File: config.mk
export PLATFORM = sky130hd
export DESIGN_NAME = frame_row_reader_flat
export DESIGN_NICKNAME = d
export VERILOG_FILES = /design/src/rtl/frame_row_reader_pkg.sv /design/src/rtl/frame_row_reader_if.sv /design/src/rtl/frame_row_reader_fifo.sv /design/src/rtl/frame_row_reader.sv /design/src/flat_wrapper.sv
export SDC_FILE = /design/constraint.sdc
export NUM_CORES = 1
export LEC_CHECK = 0
export CELL_PAD_IN_SITES_DETAIL_PLACEMENT = 1
export CELL_PAD_IN_SITES_GLOBAL_PLACEMENT = 1
export CORE_AREA = 2 2 515 517
export DETAILED_ROUTE_END_ITERATION = 8
export DIE_AREA = 0 0 517 519
export GPL_ROUTABILITY_DRIVEN = 0
export PLACE_DENSITY_LB_ADDON = 0.1
export RECOVER_POWER = 25
export SETUP_SLACK_MARGIN = 0.15
export SLEW_MARGIN = 10
export SYNTH_ARGS = -nofsm -noshare
export SYNTH_HDL_FRONTEND = slang
export SYNTH_HIERARCHICAL = 1
export SYNTH_SLANG_ARGS = --single-unit
export TNS_END_PERCENT = 30
File: constraint.sdc
create_clock -name clk -period 47 [get_ports clk]
set_input_delay 9.4 -clock clk [delete_from_list [all_inputs] [get_ports clk]]
set_output_delay 9.4 -clock clk [all_outputs]
set_load 0.05 [all_outputs]
File: src/rtl/frame_row_reader_pkg.sv
`default_nettype none
// ============================================================================
//  Module      : frame_pkg
//  Description : Constants and types shared by the frame row reader and the
//                writer-side row buffer (geometry, FSM state, row tag).
//  Revision    : 1.0  initial release
// ============================================================================
package frame_pkg;

    localparam int ROW_W    = 640;
    localparam int NUM_ROWS = 480;
    localparam int ADDR_W   = 9;

    typedef enum logic [1:0] {
        IDLE  = 2'd0,
        SCAN  = 2'd1,
        DRAIN = 2'd2,
        FIN   = 2'd3
    } state_t;

    // Tag carried alongside each row through the skid FIFO.
    typedef struct packed {
        logic [ADDR_W-1:0] idx;
        logic              last;
    } row_tag_t;

    localparam int ENTRY_W = ROW_W + $bits(row_tag_t);

endpackage
`default_nettype wire

File: src/rtl/frame_row_reader_if.sv
`default_nettype none
// ============================================================================
//  Module      : frame_row_reader_if
//  Description : Bundle of the reader's control, buffer-read and output
//                stream signals.
//                master : the reader (drives rd_addr, row_*, busy, done)
//                slave  : the environment (start, frame_full, rd_data,
//                         row_ready)
//  Revision    : 1.0  initial release
// ============================================================================
interface frame_row_reader_if import frame_pkg::*; #(
    parameter int ROW_W  = frame_pkg::ROW_W,
    parameter int ADDR_W = frame_pkg::ADDR_W
);
    logic              start;
    logic              frame_full;
    logic [ADDR_W-1:0] rd_addr;
    logic [ROW_W-1:0]  rd_data;
    logic [ROW_W-1:0]  row_data;
    logic [ADDR_W-1:0] row_idx;
    logic              row_last;
    logic              row_valid;
    logic              row_ready;
    logic              busy;
    logic              done;

    modport master (
        input  start, frame_full, rd_data, row_ready,
        output rd_addr, row_data, row_idx, row_last, row_valid, busy, done
    );

    modport slave (
        output start, frame_full, rd_data, row_ready,
        input  rd_addr, row_data, row_idx, row_last, row_valid, busy, done
    );
endinterface
`default_nettype wire

File: src/rtl/frame_row_reader_fifo.sv
`default_nettype none
// ============================================================================
//  Module      : row_skid_fifo
//  Description : 2-entry FIFO absorbing rows returned by the buffer while the
//                downstream stream is stalled.
//  Ports       : clk, rst        clock, synchronous active-high reset
//                push_i/push_data_i   write an entry
//                pop_i           consume the head entry
//                head_o          head entry (meaningful when count_o != 0)
//                count_o         occupancy 0..2
//  Revision    : 1.0  initial release
// ============================================================================
module row_skid_fifo import frame_pkg::*; #(
    parameter int WIDTH = ENTRY_W
) (
    input  wire logic             clk,
    input  wire logic             rst,
    input  wire logic             push_i,
    input  wire logic [WIDTH-1:0] push_data_i,
    input  wire logic             pop_i,
    output logic      [WIDTH-1:0] head_o,
    output logic      [1:0]       count_o
);
    logic [WIDTH-1:0] mem_q [2];
    logic             wr_ptr_q;
    logic             rd_ptr_q;
    logic [1:0]       count_q;
    logic             do_pop;
    logic             do_push;

    assign do_pop  = pop_i && (count_q != 2'd0);
    // A push into a full FIFO is accepted only when the head leaves in the
    // same cycle; the write lands in the slot being vacated.
    assign do_push = push_i && ((count_q != 2'd2) || do_pop);

    always_ff @(posedge clk) begin
        if (do_push) begin
            mem_q[wr_ptr_q] <= push_data_i;
        end
    end

    always_ff @(posedge clk) begin
        if (rst) begin
            wr_ptr_q <= 1'b0;
            rd_ptr_q <= 1'b0;
            count_q  <= 2'd0;
        end else begin
            if (do_push) begin
                wr_ptr_q <= ~wr_ptr_q;
            end
            if (do_pop) begin
                rd_ptr_q <= ~rd_ptr_q;
            end
            count_q <= count_q + {1'b0, do_push} - {1'b0, do_pop};
        end
    end

    assign head_o  = mem_q[rd_ptr_q];
    assign count_o = count_q;

endmodule
`default_nettype wire

File: src/rtl/frame_row_reader.sv
`default_nettype none
// ============================================================================
//  Module      : frame_row_reader
//  Description : Read-side sequencer for the frame row buffer. Once the
//                buffer is full and start is seen, every row is read once,
//                the buffer's 1-cycle read latency is absorbed by a 2-entry
//                skid FIFO, and rows are streamed out on valid/ready.
//  Ports       : clk, rst   clock, synchronous active-high reset
//                bus        frame_row_reader_if.master:
//                  start, frame_full   scan request / buffer full flag
//                  rd_addr, rd_data    buffer read port (1-cycle latency)
//                  row_data, row_idx, row_last, row_valid, row_ready
//                                      output row stream
//                  busy, done          scan status / completion pulse
//  Options     : FRAME_READER_REVERSE_EN - scan rows bottom-up (479..0)
//  Revision    : 1.0  initial release
// ============================================================================
module frame_row_reader import frame_pkg::*; #(
    parameter int ROW_W    = frame_pkg::ROW_W,
    parameter int NUM_ROWS = frame_pkg::NUM_ROWS,
    parameter int ADDR_W   = frame_pkg::ADDR_W
) (
    input  wire logic          clk,
    input  wire logic          rst,
    frame_row_reader_if.master bus
);
    localparam logic [ADDR_W-1:0] ROW_ONE = ADDR_W'(1);
`ifdef FRAME_READER_REVERSE_EN
    localparam logic [ADDR_W-1:0] FIRST_ROW = ADDR_W'(NUM_ROWS - 1);
    localparam logic [ADDR_W-1:0] FINAL_ROW = ADDR_W'(0);
`else
    localparam logic [ADDR_W-1:0] FIRST_ROW = ADDR_W'(0);
    localparam logic [ADDR_W-1:0] FINAL_ROW = ADDR_W'(NUM_ROWS - 1);
`endif

    state_t            state_q;
    logic [ADDR_W-1:0] cnt_q;
    logic [ADDR_W-1:0] rd_addr_q;
    logic [ADDR_W-1:0] rd_addr_d;
    logic              inflight_q;
    row_tag_t          tag_q;
    logic              busy_q;
    logic              done_q;

    logic [1:0]        fifo_count;
    logic [ROW_W+$bits(row_tag_t)-1:0] fifo_head;
    logic [ROW_W-1:0]  head_data;
    row_tag_t          head_tag;
    logic              row_valid;
    logic              pop;
    logic              issue;
    logic [2:0]        credit;
    logic              drained;

    assign row_valid = (fifo_count != 2'd0);
    assign pop       = row_valid & bus.row_ready;

    // Rows the FIFO will have to hold after this cycle if nothing new is
    // issued; a new read is allowed only while this stays below capacity.
    assign credit = {1'b0, fifo_count} + {2'b0, inflight_q} - {2'b0, pop};
    assign issue  = (state_q == SCAN) && (credit < 3'd2);

    // The address is presented in the issue cycle itself so the buffer
    // captures it at the next edge; otherwise the previous address is held.
    assign rd_addr_d   = issue ? cnt_q : rd_addr_q;
    assign bus.rd_addr = rd_addr_d;

    // Frame complete once the final row leaves the FIFO and nothing is
    // still returning from the buffer.
    assign drained = !inflight_q &&
                     ((fifo_count == 2'd0) || ((fifo_count == 2'd1) && pop));

    always_ff @(posedge clk) begin
        if (rst) begin
            state_q    <= IDLE;
            cnt_q      <= '0;
            rd_addr_q  <= '0;
            inflight_q <= 1'b0;
            tag_q      <= '0;
            busy_q     <= 1'b0;
            done_q     <= 1'b0;
        end else begin
            rd_addr_q  <= rd_addr_d;
            inflight_q <= issue;
            done_q     <= 1'b0;
            if (issue) begin
                tag_q <= '{idx: cnt_q, last: (cnt_q == FINAL_ROW)};
            end
            case (state_q)
                IDLE: begin
                    if (bus.start && bus.frame_full) begin
                        state_q <= SCAN;
                        cnt_q   <= FIRST_ROW;
                        busy_q  <= 1'b1;
                    end
                end
                SCAN: begin
                    if (issue) begin
                        if (cnt_q == FINAL_ROW) begin
                            state_q <= DRAIN;
                        end else begin
`ifdef FRAME_READER_REVERSE_EN
                            cnt_q <= cnt_q - ROW_ONE;
`else
                            cnt_q <= cnt_q + ROW_ONE;
`endif
                        end
                    end
                end
                DRAIN: begin
                    if (drained) begin
                        state_q <= FIN;
                        done_q  <= 1'b1;
                    end
                end
                FIN: begin
                    state_q <= IDLE;
                    busy_q  <= 1'b0;
                end
                default: begin
                    state_q <= IDLE;
                end
            endcase
        end
    end

    row_skid_fifo #(
        .WIDTH(ROW_W + $bits(row_tag_t))
    ) u_fifo (
        .clk         (clk),
        .rst         (rst),
        .push_i      (inflight_q),
        .push_data_i ({bus.rd_data, tag_q}),
        .pop_i       (pop),
        .head_o      (fifo_head),
        .count_o     (fifo_count)
    );

    assign {head_data, head_tag} = fifo_head;

    // Outputs read as zero whenever no row is presented.
    assign bus.row_valid = row_valid;
    assign bus.row_data  = row_valid ? head_data     : '0;
    assign bus.row_idx   = row_valid ? head_tag.idx  : '0;
    assign bus.row_last  = row_valid & head_tag.last;
    assign bus.busy      = busy_q;
    assign bus.done      = done_q;

endmodule
`default_nettype wire

File: src/flat_wrapper.sv
// flat-port wrapper written by rule: the top's interface ports become plain ports
module frame_row_reader_flat import frame_pkg::*;
#(
    parameter int ROW_W    = frame_pkg::ROW_W,
    parameter int NUM_ROWS = frame_pkg::NUM_ROWS,
    parameter int ADDR_W   = frame_pkg::ADDR_W
)
  (clk, rst, bus_start, bus_frame_full, bus_rd_data, bus_row_ready, bus_rd_addr, bus_row_data, bus_row_idx, bus_row_last, bus_row_valid, bus_busy, bus_done);
  frame_row_reader_if #(.ROW_W(ROW_W), .ADDR_W(ADDR_W)) bus_i ();
  input  wire logic clk;
  input  wire logic rst;
  input wire logic [$bits(bus_i.start)-1:0] bus_start;
  input wire logic [$bits(bus_i.frame_full)-1:0] bus_frame_full;
  input wire logic [$bits(bus_i.rd_data)-1:0] bus_rd_data;
  input wire logic [$bits(bus_i.row_ready)-1:0] bus_row_ready;
  output wire logic [$bits(bus_i.rd_addr)-1:0] bus_rd_addr;
  output wire logic [$bits(bus_i.row_data)-1:0] bus_row_data;
  output wire logic [$bits(bus_i.row_idx)-1:0] bus_row_idx;
  output wire logic [$bits(bus_i.row_last)-1:0] bus_row_last;
  output wire logic [$bits(bus_i.row_valid)-1:0] bus_row_valid;
  output wire logic [$bits(bus_i.busy)-1:0] bus_busy;
  output wire logic [$bits(bus_i.done)-1:0] bus_done;
  assign bus_i.start = bus_start;
  assign bus_i.frame_full = bus_frame_full;
  assign bus_i.rd_data = bus_rd_data;
  assign bus_i.row_ready = bus_row_ready;
  assign bus_rd_addr = bus_i.rd_addr;
  assign bus_row_data = bus_i.row_data;
  assign bus_row_idx = bus_i.row_idx;
  assign bus_row_last = bus_i.row_last;
  assign bus_row_valid = bus_i.row_valid;
  assign bus_busy = bus_i.busy;
  assign bus_done = bus_i.done;
  frame_row_reader #(.ROW_W(ROW_W), .NUM_ROWS(NUM_ROWS), .ADDR_W(ADDR_W)) u_core (.clk(clk), .rst(rst), .bus(bus_i));
endmodule
==> metrics.txt, run 1 <==
Max stage delay on crit path=860 ps; P_sw=1.36 mW; f_max=45.0 MHz; synth top area cells=edfxtp_1 (72%), and2_1 (7.5%), mux2_1 (6.2%), mux2_4 (5.5%), mux2_2 (3.1%); Seq/Total Area, Yosys=73.5%; M2 GR Usage=24.4%; worst setup path start=bus_row_ready; CP arrival=12820 ps; XOR/XNOR Fraction of Synth Area=0.0948%; GRT Total Usage=14.2%; DR vias=31200; Post-Synthesis Cell Area=54100 um2; Routed WL per cell=24.5 um; VDD IR-drop max=33.1 uV; post-synthesis mux area share=15.0%; Worst-Margin Slew=1090 ps; # fillers=27700; Clk pwr share=31.4%; Multi-input gate area=13200 um2; Post-CTS Setup Inserts=0; Power Total=3.91 mW; CP endpoint kind=output pin; leak pwr=25.1 nW; chip width=517 um; largest family of logic cells by synthesized area=multiplexers; Tcrit/Tclk final=47.3%; ys flop type=edfxtp_1; Ys Warns=6; critical path cell sequence=clkdlybuf4s50_1 > and2_1 > ha_1 > nand2b_1 > fa_1 > xnor2_2 > and3_1 > nand2_1 > nand2_1 > clkdlybuf4s50_1; internal power=2.55 mW; CP required=37600 ps; layout cells sized above 1=13.8%; M1 GR Usage=14.9%; CP max FO=9; Post-synth ARST share=0%; Commonest cells post-synth=edfxtp_1 (1300), and2_1 (651), mux2_1 (300), mux2_4 (200), mux2_2 (151); cts repair resizes=0; status=complete, no violations; minimum clock period=22220 ps; Via-to-Cell Ratio=3.88; slowest CP cell=clkdlybuf4s50_1; Starting Density=20.5%; Area Overhead vs Synth=40.8%; WL final=197000 um; syn_nets=3612; Synth top area share=72.1%; #FFs+latches synth=1338; Setup TNS Final=0 ps; die area=268000 um2; initial antenna violation count=247; Tightest Hold Check Type=reg -> reg; sequential power share=38.0%; Synth Area in Adders=0.222%; CTS root buffer=clkbuf_16; synth unique cells=56; chip height=519 um; Setup Viol. Count Final=0; largest area contributor in the netlist=edfxtp_1; # port buffers=1306; Hold-fix buffers, CTS=0; first-pass GRT wire length=268000 um; Slew Viols, Final=0; Rows=189; H-Tree Depth=4; Final Hold Fails=0; antenna violation net count after detailed routing=0; Post-synth EDFFs=1300; critical path type=in -> out; Post-Syn Area per Cell=18.3 um2; Final Util=28.9%; sequential cell area=39800 um2; number of global-route vias before repair=33000; Worst-Skew Late Latency=800 ps; Slew Limit Headroom=27.6%; synthesized instance count=2958; largest net degree at the start of global routing=141; RSZ-0062 raised after global routing=false; clock buffer depth=3; # IOs=1307; r2r startpoint=u_core/u_fifo/count_o[1]$_SDFF_PP0_; CORE AREA=263000 um2; Iteration-0 DRC Markers=1252; drt first pass iters=4; Comb pwr share=30.6%; PD cells=51.3 nW/um2; met3 usage=8.12%; simple-gate share of the synthesized area=8.38%; switching share of power=34.8%; total gr overflow=0; clock sink count=1338; Max Cap Viol=0; TritonCTS clock tree=built; CTS clock-pin slew for the worst setup and hold paths=50 ps; crit path buf inv count=2; cell with the most instances after synthesis=edfxtp_1; final net count=4977; dpl hpwl=138000 um; complex-gate fraction of the synthesized area=0.617%; # DRC=0; GR peak layer=met2; CP Launch Type=input port; HP Start=u_core/tag_q[6]$_SDFFE_PP0P_; delay-heaviest family, CP=buffers and inverters; clk_skew=43.2 ps; Num CTS Buffers=170
## logic make-up (layout without fill, tap and decap cells)
logic type               Yosys count  in the layout
multiplexers                     654            654
adder cells (fa/ha/maj)            9              9
XOR/XNOR                           5              5
flip-flops                      1338           1338
other                              0             46
AND/OR/NAND/NOR                  741            741
AO/OA/AOI/OAI                     47             47
buffers and inverters            164           1661
## worst reg2reg max path: cells and delay by family, from the launching register on
kind | cells | cell delay (ps)
buffers and inverters | 4 | 3210
flip-flops | 1 | 570
AO/OA/AOI/OAI | 1 | 150
AND/OR/NAND/NOR | 3 | 1740
## path summary, 6_finish.rpt
path                                           endpoint  slack (ps)  cells past startpoint
hold reg to reg     u_core/u_fifo/mem_q[0][6]$_DFFE_PP_         460                      0
setup reg to reg  u_core/u_fifo/mem_q[1][619]$_DFFE_PP_       40910                      8
hold / removal      u_core/u_fifo/mem_q[0][6]$_DFFE_PP_         460                      0
setup / recovery                         bus_rd_addr[2]       24780                     10
## cell type report
type                            instances  area share [%]
Sequential cell                      1338            52.2
Timing Repair Buffer                 1346            17.7
Multi-Input combinational cell       1456            17.3
Clock buffer                          238            5.97
Tap cell                             3533            5.80
Clock inverter                         66           0.816
Antenna cell                           46           0.151
Inverter                               11          0.0542
## sequential cells by signal, summed over array words and instances (netlist names), named ones only
name	cells
u_core/u_fifo/count_o	2
u_core/tag_q	10
u_core/state_q	2
u_core/bus.busy	1
u_core/inflight_q	1
u_core/bus.done	1
u_core/cnt_q	9
u_core/u_fifo/rd_ptr_q	1
u_core/u_fifo/mem_q	1300
u_core/u_fifo/wr_ptr_q	1
u_core/rd_addr_q	9
## power groups by stage
stage / Sequential (mW) / Clock [mW] / Combinational [mW]
floorplan: 1.68 / 0 / 0.728
global placement: 1.51 / 0 / 1.24
detailed placement: 1.51 / 0 / 1.23
CTS: 1.49 / 1.29 / 1.24
global route: 1.50 / 1.33 / 1.27
finish: 1.48 / 1.23 / 1.19
## per-layer routing
layer / part of all wire [%] / vias up
met3: 12 / 571
met1: 36 / 15400
met2: 48 / 1267
met5: 0.41 / -
met4: 2.7 / 126
li1: - / 13800
## per-stage QoR
stage / std cells / area, um2 / setup WS [ps] / hold WS, ps
floorplan: 2958 / 54100 / 8740 / 425
global placement: 7684 / 70900 / 24780 / 439
detailed placement: 7684 / 70900 / 24740 / 445
CTS: 7988 / 76100 / 24730 / 458
global route: 8015 / 76100 / 24520 / 482
finish: 8034 / 76200 / 24780 / 456
## layout by cell type (no fill, tap or decap), types with 3 or more instances in the layout
| cell type | Yosys | routed |
|---|---|---|
| clkinv_1 | 0 | 28 |
| buf_12 | 0 | 7 |
| inv_1 | 11 | 11 |
| mux2_2 | 151 | 151 |
| nand2b_1 | 6 | 6 |
| bufinv_16 | 0 | 5 |
| a211o_1 | 3 | 3 |
| edfxtp_1 | 1300 | 1300 |
| or4_1 | 4 | 4 |
| mux2_1 | 300 | 300 |
| nand4_1 | 3 | 3 |
| nor2_1 | 11 | 9 |
| nand3_1 | 8 | 8 |
| o211ai_1 | 4 | 4 |
| clkinv_16 | 0 | 4 |
| and2_1 | 651 | 651 |
| dlygate4sd3_1 | 0 | 416 |
| mux2_4 | 200 | 200 |
| clkbuf_16 | 0 | 172 |
| clkinv_2 | 0 | 17 |
| diode_2 | 0 | 46 |
| clkbuf_1 | 46 | 66 |
| nand2_1 | 41 | 41 |
| mux2i_1 | 3 | 3 |
| a21oi_1 | 24 | 24 |
| clkdlybuf4s50_1 | 0 | 890 |
| ha_1 | 8 | 8 |
| clkinv_8 | 0 | 5 |
| dfxtp_1 | 38 | 37 |
| clkinvlp_4 | 0 | 3 |
| buf_4 | 2 | 33 |
Power figures use the tool's default switching activity.
==> inputs of run 2 (changes only) <==
- CORE_AREA: 2 2 515 517 -> 2 2 511 513
- DIE_AREA: 0 0 517 519 -> 0 0 513 515
- clock period: 47 -> 20.3 ns (I/O delays scaled with it)
==> metrics.txt, run 2 (synthesis gave the netlist of run 1 again) <==
status=complete, no violations; clock sink count=1338; DR vias=31100; CP arrival=7620 ps; cts repair resizes=0; dpl hpwl=142000 um; critical path type=in -> out; Setup Viol. Count Final=0; first-pass GRT wire length=270000 um; layout cells sized above 1=13.9%; CORE AREA=259000 um2; total gr overflow=0; CP required=16240 ps; Tcrit/Tclk final=57.5%; VDD IR-drop max=83.2 uV; # fillers=26900; r2r startpoint=u_core/u_fifo/count_o[1]$_SDFF_PP0_; Largest Register=u_core/u_fifo/mem_q; leak pwr=25.2 nW; Area Overhead vs Synth=40.9%; biggest regs=u_core/u_fifo/mem_q x1300, u_core/tag_q x10; PD cells=120 nW/um2; Num CTS Buffers=171; CP Launch Type=input port; final net count=4977; Max Cap Viol=0; number of global-route vias before repair=33000; GRT Total Usage=14.7%; Worst Hold Depth=0; Hold-fix buffers, CTS=0; worst setup path start=bus_row_ready; Post-CTS Setup Inserts=0; Tightest Hold Check Type=reg -> reg; Worst-Margin Slew=1090 ps; Rows=187; HP Start=u_core/tag_q[9]$_SDFFE_PP0P_; minimum clock period=11680 ps; TritonCTS clock tree=built; Final Hold Fails=0; Final Util=29.5%; Worst-Skew Late Latency=790 ps; Slew Limit Headroom=27.2%; WL final=200000 um; largest net degree at the start of global routing=148; initial antenna violation count=242; # DRC=0; reg-to-reg slack, setup=15240 ps; Reg2Reg Depth=8; chip height=515 um; chip width=513 um; Slew Viols, Final=0; f_max=85.6 MHz; Power Total=9.16 mW; drt first pass iters=4; CTS root buffer=clkbuf_16; antenna violation net count after detailed routing=0; clk_skew=32.3 ps; Iteration-0 DRC Markers=1428; most common cell after layout, fill and taps aside=edfxtp_1; H-Tree Depth=4; Routed WL per cell=25.3 um; Starting Density=20.9%; die area=264000 um2; most frequent cells in the layout=edfxtp_1 (1300), clkdlybuf4s50_1 (890), and2_1 (651); clock buffer depth=3; # IOs=1307; CP endpoint kind=output pin; Via-to-Cell Ratio=3.93; CP max FO=9; # port buffers=1306; CTS clock-pin slew for the worst setup and hold paths=50 ps; RSZ-0062 raised after global routing=false; max FFs per register=1300
==> run 2: cell count changes in the layout (fill, tap and decap cells not counted), sizes merged <==
| cell | before | now |
|---|---|---|
| dlygate4sd3 | 416 | 415 |
| clkinv | 54 | 70 |
| clkbuf | 238 | 217 |
| clkinvlp | 3 | 1 |
| inv | 15 | 13 |
| bufinv | 5 | 14 |
| diode | 46 | 59 |
==> run 2: where the power goes <==
group / total [mW] / internal (mW) / switching, mW
registers: 3.44 / 3.38 / 0.0562
logic: 2.76 / 0.883 / 1.88
clock network: 2.96 / 1.74 / 1.21
total: 9.16 / 6.01 / 3.15
==> run 2: cell type report <==
cell class              count  area [um2]  share of cell area [%]
multi-input cells        1456       13200                    17.3
flip-flops and latches   1338       39800                    52.2
clock inverters            87         892                    1.17
diodes                     59         148                   0.194
inverters                  11        41.3                  0.0542
well taps                3402        4260                    5.58
repair buffers           1345       13400                    17.6
clock buffers             217        4520                    5.92
==> run 2: stage by stage <==
step	TNS [ps]	area, um2	worst slack, ps	instances	hold slack, ps
finish	0	76200	8620	7915	450
global route	0	76200	8370	7894	465
CTS	0	76100	8470	7856	451
detailed placement	0	70700	8480	7552	439
global placement	0	70700	8470	7552	436
floorplan	-2031070	54100	-1560	2958	425
==> run 2: path summary, 6_finish.rpt <==
kind / endpoint
max: bus_rd_addr[5]
min: u_core/u_fifo/mem_q[1][9]$_DFFE_PP_
max reg2reg: u_core/u_fifo/mem_q[1][634]$_DFFE_PP_
min reg2reg: u_core/u_fifo/mem_q[1][9]$_DFFE_PP_
==> run 2: worst max-delay path: stages <==
cell and delay (ps):
clkdlybuf4s50_1 470, and2_1 210, ha_1 250, nand2b_1 160, fa_1 460, xnor2_2 220
and3_1 540, nand2_1 180, nand2_1 200, clkdlybuf4s50_1 840
==> run 2: layer usage <==
| layer | track usage [%] | vias up | routed length [um] |
|---|---|---|---|
| met5 | 0 | - | 615 |
| met4 | 4.72 | 98 | 5770 |
| met3 | 7.39 | 510 | 21700 |
| met2 | 25.3 | 1243 | 99200 |
| met1 | 15.6 | 15400 | 72900 |
| li1 | - | 13800 | - |
